## config.mk

```make
export PLATFORM = sky130hd
export DESIGN_NAME = mux_nto1_hs
export DESIGN_NICKNAME = d
export VERILOG_FILES = /design/src/rtl/mux_pkg.sv /design/src/rtl/mux_nto1_hs_rr_pick.sv /design/src/rtl/mux_nto1_hs.sv
export SDC_FILE = /design/constraint.sdc
export NUM_CORES = 1
export LEC_CHECK = 0
export CORE_MARGIN = 10
export CORE_UTILIZATION = 57
export DETAILED_ROUTE_END_ITERATION = 7
export DONT_BUFFER_PORTS = 1
export GPL_TIMING_DRIVEN = 0
export HOLD_SLACK_MARGIN = 0.03
export PLACE_DENSITY_LB_ADDON = 0.2
export SYNTH_ARGS = -nofsm -noshare
export SYNTH_HDL_FRONTEND = slang
export SYNTH_SLANG_ARGS = --single-unit
export TNS_END_PERCENT = 10
```

## constraint.sdc

```tcl
create_clock -name clk_i -period 1.6 [get_ports clk_i]
set_input_delay 0.32 -clock clk_i [delete_from_list [all_inputs] [get_ports clk_i]]
set_output_delay 0.32 -clock clk_i [all_outputs]
set_load 0.03 [all_outputs]
```

## src/rtl/mux_pkg.sv

```systemverilog
// Shared definitions for the N-to-1 handshake selector and its round-robin picker.
package mux_pkg;

  localparam int MUX_DEF_WIDTH = 32;

  typedef enum logic [0:0] {
    MODE_SEL = 1'b0,
    MODE_RR  = 1'b1
  } mux_mode_e;

  // Index width for a channel count; at least 1 bit so a 2-entry select is representable.
  function automatic int clog2(input int value);
    int r;
    r = 0;
    for (int v = value - 1; v > 0; v = v >> 1) begin
      r = r + 1;
    end
    return (r < 1) ? 1 : r;
  endfunction

endpackage

```

## src/rtl/mux_nto1_hs_rr_pick.sv

```systemverilog
// Rotating-priority picker: grants the first requester strictly after base, wrapping at NUM_IN.
module rr_pick
  import mux_pkg::*;
#(
  parameter int NUM_IN = 4,
  localparam int SEL_W = clog2(NUM_IN)
) (
  input  logic [NUM_IN-1:0] req,
  input  logic [SEL_W-1:0]  base,
  output logic [SEL_W-1:0]  gnt_idx,
  output logic              gnt_vld
);

  logic [SEL_W:0] cand_s;

  // Scan base+1 .. base+NUM_IN modulo NUM_IN; the last candidate is base itself.
  always_comb begin
    gnt_idx = '0;
    gnt_vld = 1'b0;
    cand_s  = '0;
    for (int i = 1; i <= NUM_IN; i++) begin
      cand_s = {1'b0, base} + (SEL_W+1)'(i);
      if (cand_s >= (SEL_W+1)'(NUM_IN)) begin
        cand_s = cand_s - (SEL_W+1)'(NUM_IN);
      end else begin
        cand_s = cand_s;
      end
      if (!gnt_vld && req[cand_s[SEL_W-1:0]]) begin
        gnt_vld = 1'b1;
        gnt_idx = cand_s[SEL_W-1:0];
      end else begin
        gnt_vld = gnt_vld;
      end
    end
  end

endmodule

```

## src/rtl/mux_nto1_hs.sv

```systemverilog
// N-to-1 valid/ready selector with a one-entry registered output stage.
// Round-robin selection (rr_mode_i port, rr_ptr state) is built only when MUX_RR_EN is defined.
module mux_nto1_hs
  import mux_pkg::*;
#(
  parameter int WIDTH  = MUX_DEF_WIDTH,
  parameter int NUM_IN = 4,
  localparam int SEL_W = clog2(NUM_IN)
) (
  input  logic                    clk_i,
  input  logic                    rst_i,
  input  logic [NUM_IN*WIDTH-1:0] data_i,
  input  logic [NUM_IN-1:0]       valid_i,
  output logic [NUM_IN-1:0]       ready_o,
  input  logic [SEL_W-1:0]        sel_i,
`ifdef MUX_RR_EN
  input  logic                    rr_mode_i,
`endif
  output logic [WIDTH-1:0]        data_o,
  output logic [SEL_W-1:0]        sel_o,
  output logic                    valid_o,
  input  logic                    ready_i
);

  logic [WIDTH-1:0]  data_r;
  logic [SEL_W-1:0]  sel_r;
  logic              valid_r;
  logic              free_s;
  logic              xfer_s;
  logic [SEL_W-1:0]  grant_idx_s;
  logic              grant_vld_s;
  logic [NUM_IN-1:0] ready_s;
  logic [WIDTH-1:0]  sel_data_s;

  assign free_s = !valid_r || ready_i;

`ifdef MUX_RR_EN
  logic [SEL_W-1:0] rr_ptr_r;
  logic [SEL_W-1:0] rr_idx_s;
  logic             rr_vld_s;
  mux_mode_e        mode_s;

  assign mode_s = mux_mode_e'(rr_mode_i);

  rr_pick #(.NUM_IN(NUM_IN)) u_rr_pick (
    .req     (valid_i),
    .base    (rr_ptr_r),
    .gnt_idx (rr_idx_s),
    .gnt_vld (rr_vld_s)
  );

  // Grant source: round-robin picker or explicit select.
  always_comb begin
    case (mode_s)
      MODE_RR: begin
        grant_idx_s = rr_idx_s;
        grant_vld_s = rr_vld_s;
      end
      MODE_SEL: begin
        grant_idx_s = sel_i;
        grant_vld_s = ({1'b0, sel_i} < (SEL_W+1)'(NUM_IN));
      end
      default: begin
        grant_idx_s = '0;
        grant_vld_s = 1'b0;
      end
    endcase
  end

  // Priority pointer advances to the winner only when a word actually moves.
  always_ff @(posedge clk_i or negedge rst_i) begin
    if (!rst_i) begin
      rr_ptr_r <= SEL_W'(NUM_IN - 1);
    end else if (xfer_s) begin
      rr_ptr_r <= grant_idx_s;
    end else begin
      rr_ptr_r <= rr_ptr_r;
    end
  end
`else
  // Explicit select only; out-of-range indices grant nothing.
  always_comb begin
    grant_idx_s = sel_i;
    grant_vld_s = ({1'b0, sel_i} < (SEL_W+1)'(NUM_IN));
  end
`endif

  // Ready decode and data steering; ready depends only on handshake state, never on data_i.
  always_comb begin
    ready_s    = '0;
    sel_data_s = '0;
    for (int k = 0; k < NUM_IN; k++) begin
      if (rst_i && free_s && grant_vld_s && (grant_idx_s == SEL_W'(k)) && valid_i[k]) begin
        ready_s[k] = 1'b1;
        sel_data_s = data_i[k*WIDTH +: WIDTH];
      end else begin
        ready_s[k] = 1'b0;
      end
    end
  end

  assign xfer_s = |ready_s;

  // One-entry output register: load on transfer, drain when consumed with nothing new.
  always_ff @(posedge clk_i or negedge rst_i) begin
    if (!rst_i) begin
      data_r  <= '0;
      sel_r   <= '0;
      valid_r <= 1'b0;
    end else if (xfer_s) begin
      data_r  <= sel_data_s;
      sel_r   <= grant_idx_s;
      valid_r <= 1'b1;
    end else if (free_s) begin
      data_r  <= data_r;
      sel_r   <= sel_r;
      valid_r <= 1'b0;
    end else begin
      data_r  <= data_r;
      sel_r   <= sel_r;
      valid_r <= valid_r;
    end
  end

  assign ready_o = ready_s;
  assign data_o  = data_r;
  assign sel_o   = sel_r;
  assign valid_o = valid_r;

endmodule
```

==> results.tsv <==
stage	metric	value	unit
run_status	status	complete, but fails checks	
run_status	failing checks	setup timing	
global_route	vias in the first global route	2232	
setup_path	CP top delay family	flip-flops	
min_path	Hold Crit Class	input pin to flop	
pwr	Power Density	1070	mW/mm²
floorplan	# rows	22	
setup_path	CP Launch Type	flop	
route	DRT antenna net count	0	
clock_tree	CTS tree	built	
setup_path	Max stage delay on crit path	490	ps
global_route	initial antenna violation count	0	
route	Iteration-0 DRC Markers	182	
synth	number of synthesized register bits	35	
sta	fin worst setup slack	-302	ps
synth	post-synthesis xor/xnor area fraction	0	%
layout	commonest non-fill, non-tap cell in the layout	dfrtp_1	
setup_path	CP Max Fanout	7	
synth	Post-Synthesis Cells	205	
pwr	static leakage	1.08	nW
route	WL final	8150	µm
pwr	peak supply drop	679	µV
synth	synth warn	0	
layout	Finished Cell Area	0.00268	mm²
synth	Post-Syn Area per Cell	10.5	µm²
clock_tree	Worst-path clk slew	70	ps
sta	period utilisation layout	119	%
layout	share of cells above drive strength 1	35.4	%
synth	mapped cell area	0.00215	mm²
route	wire per inst	29.7	µm
sta	RSZ-0062 raised after global routing	yes	
setup_path	Setup crit end kind	output pin	
clock_tree	clk buf depth	2	
setup_path	worst path buffer plus inverter count	3	
setup_path	Cell Chain, Critical Path	nor2b_4 > or3_1 > buf_6 > clkinv_8 > buf_12	
layout	FF/Latch Area	877	µm²
clock_tree	worst-skew pair later-pin latency	280	ps
clock_tree	root buf cell	clkbuf_8	
sta	hold_ws	171	ps
clock_tree	clk sinks	35	
layout	Nets	363	
clock_tree	H-Tree Depth	2	
placed_design	detailed placer's ending HPWL	6090	µm
synth	post-synthesis mux area share	0.524	%
sta	Setup Skew	5.86	ps
route	DRC violations left	0	
floorplan	Die X	81.4	µm
layout	diode count	0	
placed_design	IO Port Bufs	0	
route	vias per cell	7.35	
layout	final core occ	73.2	%
setup_path	CP required	1280	ps
floorplan	core area	0.00366	mm²
placed_design	dpl cell area	0.00223	mm²
synth	largest area contributor in the netlist	dfrtp_1	
layout	Filler Cells Inserted	260	
layout	Layout area overhead	24.8	%
job	Max Cap Viol	0	
synth	post-synth top area share	40.8	%
placed_design	routability congestion estimate	0.822	
sta	Final Slew Violations	0	
synth	top post-synthesis cells by area	dfrtp_1, a221oi_1, a22o_1	
global_route	GRT Util Overall	23.5	%
global_route	grt ovf	0	
setup_path	WS Path Type	flop to output pin	
setup_path	critical path's slowest cell	dfrtp_2	
route	vias post-DR	2015	
placed_design	dpl ws	-373	ps
pwr	Power Total	2.88	mW
route	Pre-antenna DRT Iters	4	
sta	actual slew at the worst max-slew pin	467	ps
synth	largest family of logic cells by synthesized area	compound AO/OA/AOI/OAI gates	
sta	fmax	0.526	GHz
synth	Adder-Cell Fraction of Synth Area	0	%
layout	commonest non-fill, non-tap cells in the layout	dfrtp_1, a22o_1, o2bb2ai_1	
floorplan	Initial Util	58.7	%
setup_path	CP arrival	1580	ps
sta	Tmin final	1900	ps
synth	Syn Nets	342	
sta	Rel. slew slack	68.9	%
global_route	first-pass GRT wire length	12100	µm
floorplan	Die Area	0.00662	mm²
sta	Hold Vio Cnt, Final	0	
synth	post-synthesis compound-gate area fraction	40.6	%
floorplan	die height	81.4	µm
global_route	largest net degree at the start of global routing	36	
synth	Simple-Gate Fraction of Synth Area	10.4	%
sta	# setup viols final	37	
synth	Seq/Total Area, Yosys	40.8	%
layout	area of the multi-input gates	0.00129	mm²
synth	post-synth cell types	22	
floorplan	IO Pins	176	
clock_tree	CTS Buf Count	5	
## cell families after synthesis
family | after synthesis
compound gates | 99
buf+inv | 25
flops | 35
mux | 1
simple gates | 45
## routing by layer
metal	track usage, %	vias to the layer above	share of wire, %	wire length, µm
met3	11.0	12	13	1040
met4	6.06	0	1.5	126
met1	24.9	1007	34	2730
li1	-	871	-	-
met5	0	-	0	0
met2	41.2	125	52	4250
## state kept, by name, indices dropped and copies added (netlist names)
| register | cells |
|---|---|
| data_o | 32 |
| sel_o | 2 |
| valid_o | 1 |
## through the flow
stage | TNS, ps | std cells
2_1_floorplan | -203 | 205
3_3_place_gp | -7490 | 253
3_5_place_dp | -9350 | 253
4_1_cts | -4770 | 274
5_1_grt | -6960 | 274
6_report | -4670 | 274
## timing repair
action	4_1_cts	5_1_grt
hold buffers	2	0
cloned	2	0
pin swaps	4	11
setup endpoints to repair	36	37
gates resized for setup	38	16
hold endpoints to repair	35	0
setup buffers	10	0
## cell usage after synthesis
library cell	count
a211oi_1	1
a21o_1	1
a21oi_4	1
a221oi_1	32
a22o_1	32
and2_1	3
buf_2	6
buf_6	7
clkbuf_1	11
clkinv_8	1
dfrtp_1	35
mux2_1	1
nand2_1	2
nand2b_1	2
nor2_1	32
nor2b_1	1
nor2b_4	1
nor3_2	1
nor3b_4	1
o2bb2ai_1	32
or2_4	1
or3_1	1
## where the power goes
group          switching [mW]  internal (mW)
registers               0.643           1.10
logic                   0.254          0.304
clock network           0.281          0.299
total                    1.18           1.70
## path summary, 6_finish.rpt
path,start,endpoint,slack [ps],depth (start not counted)
min in group asynchronous,rst_i,data_o[6]$_DFFE_PN0P_,500,2
hold reg to reg,data_o[8]$_DFFE_PN0P_,data_o[8]$_DFFE_PN0P_,710,1
setup reg to reg,valid_o$_DFFE_PN0P_,data_o[25]$_DFFE_PN0P_,-160,7
max in group asynchronous,rst_i,valid_o$_DFFE_PN0P_,910,2
setup / recovery,valid_o$_DFFE_PN0P_,ready_o[3],-300,5
hold / removal,sel_i[0],sel_o[0]$_DFFE_PN0P_,170,1
## area by class of cell
cell class                      count  share of cell area [%]
Multi-Input combinational cell    145                    48.0
Sequential cell                    35                    32.7
Buffer                             24                    8.31
Timing Repair Buffer               14                    5.32
Clock buffer                        7                    2.85
Tap cell                           48                    2.24
Inverter                            1                   0.607
Note: power is estimated with default switching activity, not from simulation.
